File: src/rtl/subleq_datapath_if.sv
// Subleq datapath bundle: sequencer strobes, ROM instruction,
// data RAM bus and architectural status.
interface subleq_datapath_if #(
    parameter int DW = 8,
    parameter int AW = 8
);
    logic            selop;
    logic            awe;
    logic            bwe;
    logic            ramwe;
    logic            pcwe;
    logic [3*AW-1:0] instr;
    logic [DW-1:0]   ram_rdata;
    logic [AW-1:0]   ram_addr;
    logic [DW-1:0]   ram_wdata;
    logic            ram_we;
    logic [AW-1:0]   pc;
    logic            leq;
    logic            halted;
    logic [15:0]     retired;

    modport master (
        output selop, awe, bwe, ramwe, pcwe,
        output instr, ram_rdata,
        input  ram_addr, ram_wdata, ram_we,
        input  pc, leq, halted, retired
    );

    modport slave (
        input  selop, awe, bwe, ramwe, pcwe,
        input  instr, ram_rdata,
        output ram_addr, ram_wdata, ram_we,
        output pc, leq, halted, retired
    );
endinterface

File: src/rtl/subleq_datapath.sv
// Subleq execution datapath: operand latches, subtract/write-back,
// branch-if-<=0 PC update, sticky halt and retired counter.
module subleq_datapath #(
    parameter int            DW        = 8,
    parameter int            AW        = 8,
    parameter logic [AW-1:0] HALT_ADDR = {AW{1'b1}}
) (
    input  logic             clk,
    input  logic             rst,
    subleq_datapath_if.slave dp
);
    logic [AW-1:0] fa, fb, fc;
    logic [DW-1:0] a_q, a_d;
    logic [DW-1:0] b_q, b_d;
    logic [AW-1:0] pc_q, pc_d;
    logic          leq_q, leq_d;
    logic          halted_q, halted_d;
    logic [15:0]   retired_q, retired_d;
    logic [DW-1:0] diff;
    logic          run;

    assign {fa, fb, fc} = dp.instr;
    assign diff = b_q - a_q;
    assign run  = ~halted_q;

    assign dp.ram_addr  = (dp.selop | dp.ramwe) ? fb : fa;
    assign dp.ram_wdata = diff;
    assign dp.ram_we    = dp.ramwe & run;
    assign dp.pc        = pc_q;
    assign dp.leq       = leq_q;
    assign dp.halted    = halted_q;
    assign dp.retired   = retired_q;

    always_comb begin
        a_d       = a_q;
        b_d       = b_q;
        leq_d     = leq_q;
        pc_d      = pc_q;
        halted_d  = halted_q;
        retired_d = retired_q;
        if (run) begin
            if (dp.awe) a_d = dp.ram_rdata;
            if (dp.bwe) b_d = dp.ram_rdata;
            if (dp.ramwe) leq_d = (diff == '0) | diff[DW-1];
            // Branch uses the leq latched by the preceding write-back.
            if (dp.pcwe) begin
                if (retired_q != 16'hFFFF) retired_d = retired_q + 16'd1;
                if (leq_q) begin
                    pc_d = fc;
                    if (fc == HALT_ADDR) halted_d = 1'b1;
                end else begin
                    pc_d = pc_q + AW'(3);
                end
            end
        end
    end

    always_ff @(posedge clk or posedge rst) begin
        if (rst) begin
            a_q       <= '0;
            b_q       <= '0;
            leq_q     <= 1'b0;
            pc_q      <= '0;
            halted_q  <= 1'b0;
            retired_q <= '0;
        end else begin
            a_q       <= a_d;
            b_q       <= b_d;
            leq_q     <= leq_d;
            pc_q      <= pc_d;
            halted_q  <= halted_d;
            retired_q <= retired_d;
        end
    end
endmodule

File: src/flat_wrapper.sv
// flat-port wrapper written by rule: the top's interface ports become plain ports
module subleq_datapath_flat 
#(
    parameter int            DW        = 8,
    parameter int            AW        = 8,
    parameter logic [AW-1:0] HALT_ADDR = {AW{1'b1}}
)
  (clk, rst, dp_selop, dp_awe, dp_bwe, dp_ramwe, dp_pcwe, dp_instr, dp_ram_rdata, dp_ram_addr, dp_ram_wdata, dp_ram_we, dp_pc, dp_leq, dp_halted, dp_retired);
  subleq_datapath_if #(.DW(DW), .AW(AW)) dp_i ();
  input  logic clk;
  input  logic rst;
  input wire logic [$bits(dp_i.selop)-1:0] dp_selop;
  input wire logic [$bits(dp_i.awe)-1:0] dp_awe;
  input wire logic [$bits(dp_i.bwe)-1:0] dp_bwe;
  input wire logic [$bits(dp_i.ramwe)-1:0] dp_ramwe;
  input wire logic [$bits(dp_i.pcwe)-1:0] dp_pcwe;
  input wire logic [$bits(dp_i.instr)-1:0] dp_instr;
  input wire logic [$bits(dp_i.ram_rdata)-1:0] dp_ram_rdata;
  output wire logic [$bits(dp_i.ram_addr)-1:0] dp_ram_addr;
  output wire logic [$bits(dp_i.ram_wdata)-1:0] dp_ram_wdata;
  output wire logic [$bits(dp_i.ram_we)-1:0] dp_ram_we;
  output wire logic [$bits(dp_i.pc)-1:0] dp_pc;
  output wire logic [$bits(dp_i.leq)-1:0] dp_leq;
  output wire logic [$bits(dp_i.halted)-1:0] dp_halted;
  output wire logic [$bits(dp_i.retired)-1:0] dp_retired;
  assign dp_i.selop = dp_selop;
  assign dp_i.awe = dp_awe;
  assign dp_i.bwe = dp_bwe;
  assign dp_i.ramwe = dp_ramwe;
  assign dp_i.pcwe = dp_pcwe;
  assign dp_i.instr = dp_instr;
  assign dp_i.ram_rdata = dp_ram_rdata;
  assign dp_ram_addr = dp_i.ram_addr;
  assign dp_ram_wdata = dp_i.ram_wdata;
  assign dp_ram_we = dp_i.ram_we;
  assign dp_pc = dp_i.pc;
  assign dp_leq = dp_i.leq;
  assign dp_halted = dp_i.halted;
  assign dp_retired = dp_i.retired;
  subleq_datapath #(.DW(DW), .AW(AW), .HALT_ADDR(HALT_ADDR)) u_core (.clk(clk), .rst(rst), .dp(dp_i));
endmodule
File: config.mk
export PLATFORM = sky130hd
export DESIGN_NAME = subleq_datapath_flat
export DESIGN_NICKNAME = d
export VERILOG_FILES = /design/src/rtl/subleq_datapath_if.sv /design/src/rtl/subleq_datapath.sv /design/src/flat_wrapper.sv
export SDC_FILE = /design/constraint.sdc
export NUM_CORES = 1
export LEC_CHECK = 0
export BUFFER_PORTS_ARGS = -buffer_cell sky130_fd_sc_hd__buf_2
export CAP_MARGIN = 10
export CORE_MARGIN = 3
export CORE_UTILIZATION = 40
export DETAILED_ROUTE_END_ITERATION = 10
export PLACE_DENSITY_LB_ADDON = 0.1
export SKIP_LAST_GASP = 1
export SYNTH_ARGS = -nofsm -noshare
export SYNTH_HDL_FRONTEND = slang
export SYNTH_SLANG_ARGS = --single-unit
export TNS_END_PERCENT = 10
File: constraint.sdc
create_clock -name clk -period 6.9 [get_ports clk]
set_input_delay 1.38 -clock clk [delete_from_list [all_inputs] [get_ports clk]]
set_output_delay 1.38 -clock clk [all_outputs]
set_load 0.005 [all_outputs]
==> results.md, run 1 <==
- Layout cell share with drive strength beyond 1: 0.371
- Status: finished, final reports clean
- Synth Net Count: 288
- Routed vias/inst: roughly 5.0
- CP Capture Type: output port
- Clock tree root driver cell: clkbuf_8
- Register area share after synthesis: 0.436
- Data arrival, critical path: approximately 2.5 ns
- Largest area contributor in the netlist: dfrtp_1
- Post-DP HPWL: 4.14 mm
- Final std cell area, no fill: 0.00302 mm^2
- # rows: 27
- Warnings from Yosys: 0
- Met3 Use GR: 0.0415
- Hold/Removal Path Class: reg2reg
- WL final: 5.35 mm
- Synth area leaders: dfrtp_1 (44%), mux2_2 (9.8%), ha_1 (4.7%)
- Total clock sinks: 42
- Die area: ~0.007 mm^2
- Period utilization: 0.558
- Clock share of power: 0.370
- Die H: between 80 and 90 um
- Placed inst area: 0.00291 mm^2
- Longest Clk Path Bufs: 2
- All-Layer GR Usage: 0.162
- Netlist cell types: 44
- Ys flop type: dfrtp_1
- Final Hold Vio Count: 0
- Antenna Cells: 0
- Detail Route Antenna Nets: 0
- Post-Syn Area: between 0.002 and 0.0025 mm^2
- Switch Pwr: 121 uW
- Max Freq: 0.260 GHz
- Initial Utilization: 0.425
- Slew Limit Headroom: 0.561
- Pint: around 380 uW
- CP Class: in2out
- Layout area overhead: 25.1%
- Net Sw Frac: 0.240
- Synth Register Bits: between 40 and 50
- Leakage power: 1.54 nW
- Htree depth: 2
- Largest net degree at the start of global routing: 43
- Worst hold slack: 0.497 ns
- Gr busiest metal: met2
- Clock Pin Slew Worst Setup and Hold Paths: roughly 0.080 ns
- Wire per inst: 13.4 um
- Cells after synthesis: between 200 and 250
- Met1 Usage GRT: 0.215
- TritonCTS Buffers: 5
- Setup Buffers After CTS: 0
- Post-synth EDFFs: 0
- Syn_area_per_cell: 10.1 um^2
- Vias: 1992
- Routability cong.: 0.748
- Core Util, Final: 0.531
- Die width: about 84 um
- Slew Limit Fails: 0
- Met2 usage: 0.262
- Combinational Power Share: 0.119
- Worst slew pin tran: 0.658 ns
- # setup viols final: 0
- CORE AREA: 0.00568 mm^2
- Worst Slack Setup Final: 3.05 ns
- Critical Path RT: 5.52 ns
- DR DRC count: 0
- Skew-Pair Late Insertion Delay: 0.30 ns
- TritonCTS clock tree: done
- Port bufs: 81
- Max Cap Viol: 0
- Drt pass-1 iters: 4
- Largest fanout on the critical path: 8
- Startpoint Class: input pin
- Top-count cell post-synth: dfrtp_1
- Ys async rst share: 1.00
- Final nets: 374
- Setup TNS: 0 ns
- Fillers: 565
- RSZ-0062 raised after global routing: no
- Seq pwr share: 0.510
- # IOs: 82
- Final Skew: 0.00663 ns
- Gr ovfl total: 0
- Initial antenna violation count: 0
- Post-CTS Resized: 0
- Final min period: 3.85 ns
- Hold buffer count at CTS: 0
- First-pass GRT wire length: 9.31 mm
- Post-Place Setup Slack: slightly above 3 ns
- Yosys top cell area share: 0.436
- Vias in the first global route: 1973
- Max VDD drop: 0.0944 mV
- PD cells: 167 mW/mm^2
- Top cells by instance count after synthesis: dfrtp_1 (42), mux2_2 (21), inv_1 (20), o21ai_0 (20), nand2_1 (17)
- 1st-iter DRT viols: slightly above 90
cell type report:
| cell class | count | area (um^2) | share of cell area |
|---|---|---|---|
| Clock buffer | 8 | 110 | 0.0365 |
| Inverter | 20 | 75.1 | 0.0249 |
| Multi-Input combinational cell | 173 | 1270 | 0.421 |
| Sequential cell | 42 | 1050 | 0.349 |
| Tap cell | 72 | 90.1 | 0.0299 |
| Timing Repair Buffer | 83 | 420 | 0.139 |
flip-flops by register name, summed over array words and instances, names as in the netlist:
name	flops
u_core.dp.pc	8
u_core.dp.halted	1
u_core.dp.retired	16
u_core.dp.leq	1
u_core.a_q	8
u_core.b_q	8
placed cells by master, fill, tap and decap left out, types with 4 or more instances in the layout:
cell,instances
xor2_1,9
o21ai_0,20
xnor2_1,11
dfrtp_1,42
mux2_2,21
clkbuf_8,8
nand3_1,8
inv_1,20
nand2_1,17
buf_2,81
a21oi_1,14
ha_1,9
nor2_1,15
nor3_1,5
nor2b_1,4
cells by family (layout without fill, tap and decap cells):
family,count (synthesis),after routing,share of synthesized area
compound gates,53,53,0.143
xor+xnor,20,20,0.0727
fa+ha+maj,10,10,0.0550
buf+inv,24,111,0.0374
flops,42,42,0.436
mux,23,23,0.106
simple gates,67,67,0.149
metal layers:
layer | up-vias | share of wire
met3 | 6 | 0.054
met1 | 924 | 0.46
li1 | 1016 | -
met2 | 46 | 0.48
met4 | 0 | 0.0095
met5 | - | 0
power groups by stage:
stage	Combinational (mW)	Clock [mW]	Sequential, mW
floorplan	0.0337	0	0.260
global placement	0.0603	0	0.262
detailed placement	0.0612	0	0.262
CTS	0.0617	0.194	0.257
global route	0.0688	0.207	0.258
finish	0.0602	0.187	0.257
final timing paths:
check	from	endpoint	slack, ns	cells after the start
worst max register to register	u_core.b_q[0]	u_core.dp.leq	4.51	9
min in group asynchronous	rst	u_core.dp.retired[11]	1.21	3
worst min register to register	u_core.dp.retired[12]	u_core.dp.retired[12]	0.50	1
worst max-delay path	dp_selop	dp_ram_addr[3]	3.05	4
max in group asynchronous	rst	u_core.a_q[0]	5.33	3
worst min-delay path	u_core.dp.retired[12]	u_core.dp.retired[12]	0.50	1
through the flow:
step	cells	total power [mW]
2_1_floorplan	239	0.294
3_3_place_gp	390	0.322
3_5_place_dp	390	0.323
4_1_cts	398	0.513
5_1_grt	398	0.534
6_report	398	0.504
worst max-delay path: stages:
cell and delay [ns]:
buf_2 0.10, nor2_1 0.47, mux2_2 0.40, buf_2 0.13
Power figures use the tool's default switching activity.
==> run 2: changes to the inputs <==
--- a/config.mk
+++ b/config.mk
@@ -5,6 +5,7 @@
 export SDC_FILE = /design/constraint.sdc
 export NUM_CORES = 1
 export LEC_CHECK = 0
+export ABC_AREA = 1
 export BUFFER_PORTS_ARGS = -buffer_cell sky130_fd_sc_hd__buf_2
 export CAP_MARGIN = 10
 export CORE_MARGIN = 3
==> constraint.sdc (replaced) <==
create_clock -name clk -period 3.7 [get_ports clk]
set_input_delay 0.74 -clock clk [delete_from_list [all_inputs] [get_ports clk]]
set_output_delay 0.74 -clock clk [all_outputs]
set_load 0.005 [all_outputs]
==> results.md, run 2 <==
- Largest net degree at the start of global routing: 43
- Hold buffer count at CTS: 0
- Port bufs: 81
- Total clock sinks: 42
- Initial antenna violation count: 0
- Hold/Removal Path Class: reg2reg
- Crit-path cells: inv_1 > ha_1 > inv_1 > fa_1 > nand3_1 > nand3_1 > nand2_1 > nand2_1 > inv_1 > buf_2
- TritonCTS clock tree: done
- CP Capture Type: output port
- Worst slew pin tran: 0.536 ns
- Ys flop type: dfrtp_1
- Delay-heaviest family, CP: adder cells
- All-Layer GR Usage: 0.163
- Slew Limit Headroom: 0.643
- Final nets: 471
- Leakage power: 1.77 nW
- Yosys top cell area share: 0.404
- Final Hold Vio Count: 0
- Layout area overhead: 21.6%
- # setup viols final: 0
- Ys async rst share: 1.00
- Die width: ~87 um
- Max VDD drop: 0.160 mV
- Gr ovfl total: 0
- Period utilization: 0.692
- Routability cong.: about 0.8
- Clock Pin Slew Worst Setup and Hold Paths: 0.08 ns
- Setup Buffers After CTS: 0
- Synth area leaders: dfrtp_1 (40%), nand2_1 (12%), inv_1 (8.8%)
- Most common cell after layout, fill and taps aside: nand2_1
- TritonCTS Buffers: 5
- Max Cap Viol: 0
- Critical path depth in cells: 10
- Final min period: 2.56 ns
- # IOs: 82
- Buffers & Inverters on Critical Path: 4
- Longest Clk Path Bufs: 2
- Largest area contributor in the netlist: dfrtp_1
- First-pass GRT wire length: 9.77 mm
- Warnings from Yosys: 0
- Largest fanout on the critical path: 4
- Top cells by instance count after synthesis: nand2_1 (84), inv_1 (61), dfrtp_1 (42), o21ai_0 (29), nor2_1 (17)
- Cells after synthesis: 339
- Post-DP HPWL: 4.56 mm
- Die H: 86.6 um
- Peak per-stage delay on the critical path: approximately 0.43 ns
- Syn_area_per_cell: ~7.7 um^2
- Critical Path RT: a little under 3 ns
- R2R cell count: 9
- Layout cell share with drive strength beyond 1: 0.270
- Most frequent cells in the layout: nand2_1 (84), buf_2 (81), inv_1 (61)
- Routed vias/inst: approximately 4.7
- Startpoint Class: register
- CORE AREA: 0.00610 mm^2
- PD cells: 258 mW/mm^2
- Vias: approximately 2300
- Skew-Pair Late Insertion Delay: 0.29 ns
- CP dominant cell by count: inv_1
- Synth Net Count: 388
- Synth Register Bits: 42
- # rows: 28
- Detail Route Antenna Nets: 0
- Crit path max-delay cell type: fa_1
- WL final: 5.81 mm
- CP Class: reg2out
- Vias in the first global route: roughly 2200
- 1st-iter DRT viols: 44
- Antenna Cells: 0
- Core Util, Final: 0.519
- Drt pass-1 iters: 4
- DR DRC count: 0
- Hold depth: 1
- Setup TNS: 0 ns
- Slew Limit Fails: 0
- Post-CTS Resized: 0
- Data arrival, critical path: 1.82 ns
- Max Freq: ~0.39 GHz
- RSZ-0062 raised after global routing: no
- Post-synth EDFFs: 0
- Final Skew: 0.00622 ns
- Die area: 0.00750 mm^2
- Max FFs per register: 16
- Status: finished, final reports clean
- Register area share after synthesis: 0.404
- Htree depth: 2
- Initial Utilization: 0.427
- Post-Syn Area: 0.00260 mm^2
- Top-count cell post-synth: nand2_1
- Netlist cell types: 32
- Wire per inst: 11.7 um
- Clock tree root driver cell: clkbuf_8
run 2: final cells by class:
class                           count  area [um^2]
Clock inverter                      1         5.00
Inverter                           65          244
Multi-Input combinational cell    226         1270
Clock buffer                        7         86.3
Fill cell                         619         2930
Timing Repair Buffer               82          413
Sequential cell                    42         1050
Tap cell                           75         93.8
run 2: per-stage QoR:
step	cell area (um^2)	hold slack (ns)	worst slack [ns]	cells	total power, mW
5_1_grt	3160	0.521	0.992	498	0.857
3_3_place_gp	3070	0.466	1.30	490	0.519
2_1_floorplan	2600	0.453	1.58	339	0.487
6_report	3160	0.490	1.14	498	0.815
4_1_cts	3160	0.492	1.13	498	0.829
3_5_place_dp	3070	0.473	1.25	490	0.520
run 2: final timing paths:
kind	from	end	slack, ns
worst max register to register	u_core.a_q[0]	u_core.dp.leq	1.72
max in group asynchronous	rst	u_core.a_q[5]	2.76
worst max-delay path	u_core.b_q[0]	dp_ram_wdata[6]	1.14
worst min register to register	u_core.dp.retired[14]	u_core.dp.retired[14]	0.49
min in group asynchronous	rst	u_core.dp.retired[8]	0.57
worst min-delay path	u_core.dp.retired[14]	u_core.dp.retired[14]	0.49
run 2: logic make-up after synthesis:
kind of cell / Yosys count / synth area share
buffers and inverters: 71 / 0.108
adders and majority gates: 10 / 0.0510
DFF: 42 / 0.404
muxes: 9 / 0.0385
xor gates and xnor gates: 15 / 0.0505
AOI/OAI and AO/OA: 52 / 0.109
and+or+nand+nor: 140 / 0.239
run 2: where the power goes:
group / internal (mW) / total (mW) / switching [mW]
sequential: 0.458 / 0.458 / 0
clock: 0.151 / 0.305 / 0.155
combinational: 0.0262 / 0.0505 / 0.0243
total: 0.635 / 0.815 / 0.179
run 2: per-layer routing:
layer,vias up,global-route usage,part of all wire
li1,1235,-,-
met1,1043,0.214,0.47
met2,64,0.264,0.44
met3,5,0.0456,0.076
met4,0,0.0425,0.010
met5,-,0,0
run 2: worst reg2reg max path, delay by kind of cell (launching register included):
kind	cells	cell delay, ns
AOI/OAI and AO/OA	1	0.13
DFF	1	0.40
adders and majority gates	2	0.61
buffers and inverters	1	0.10
and+or+nand+nor	5	0.66
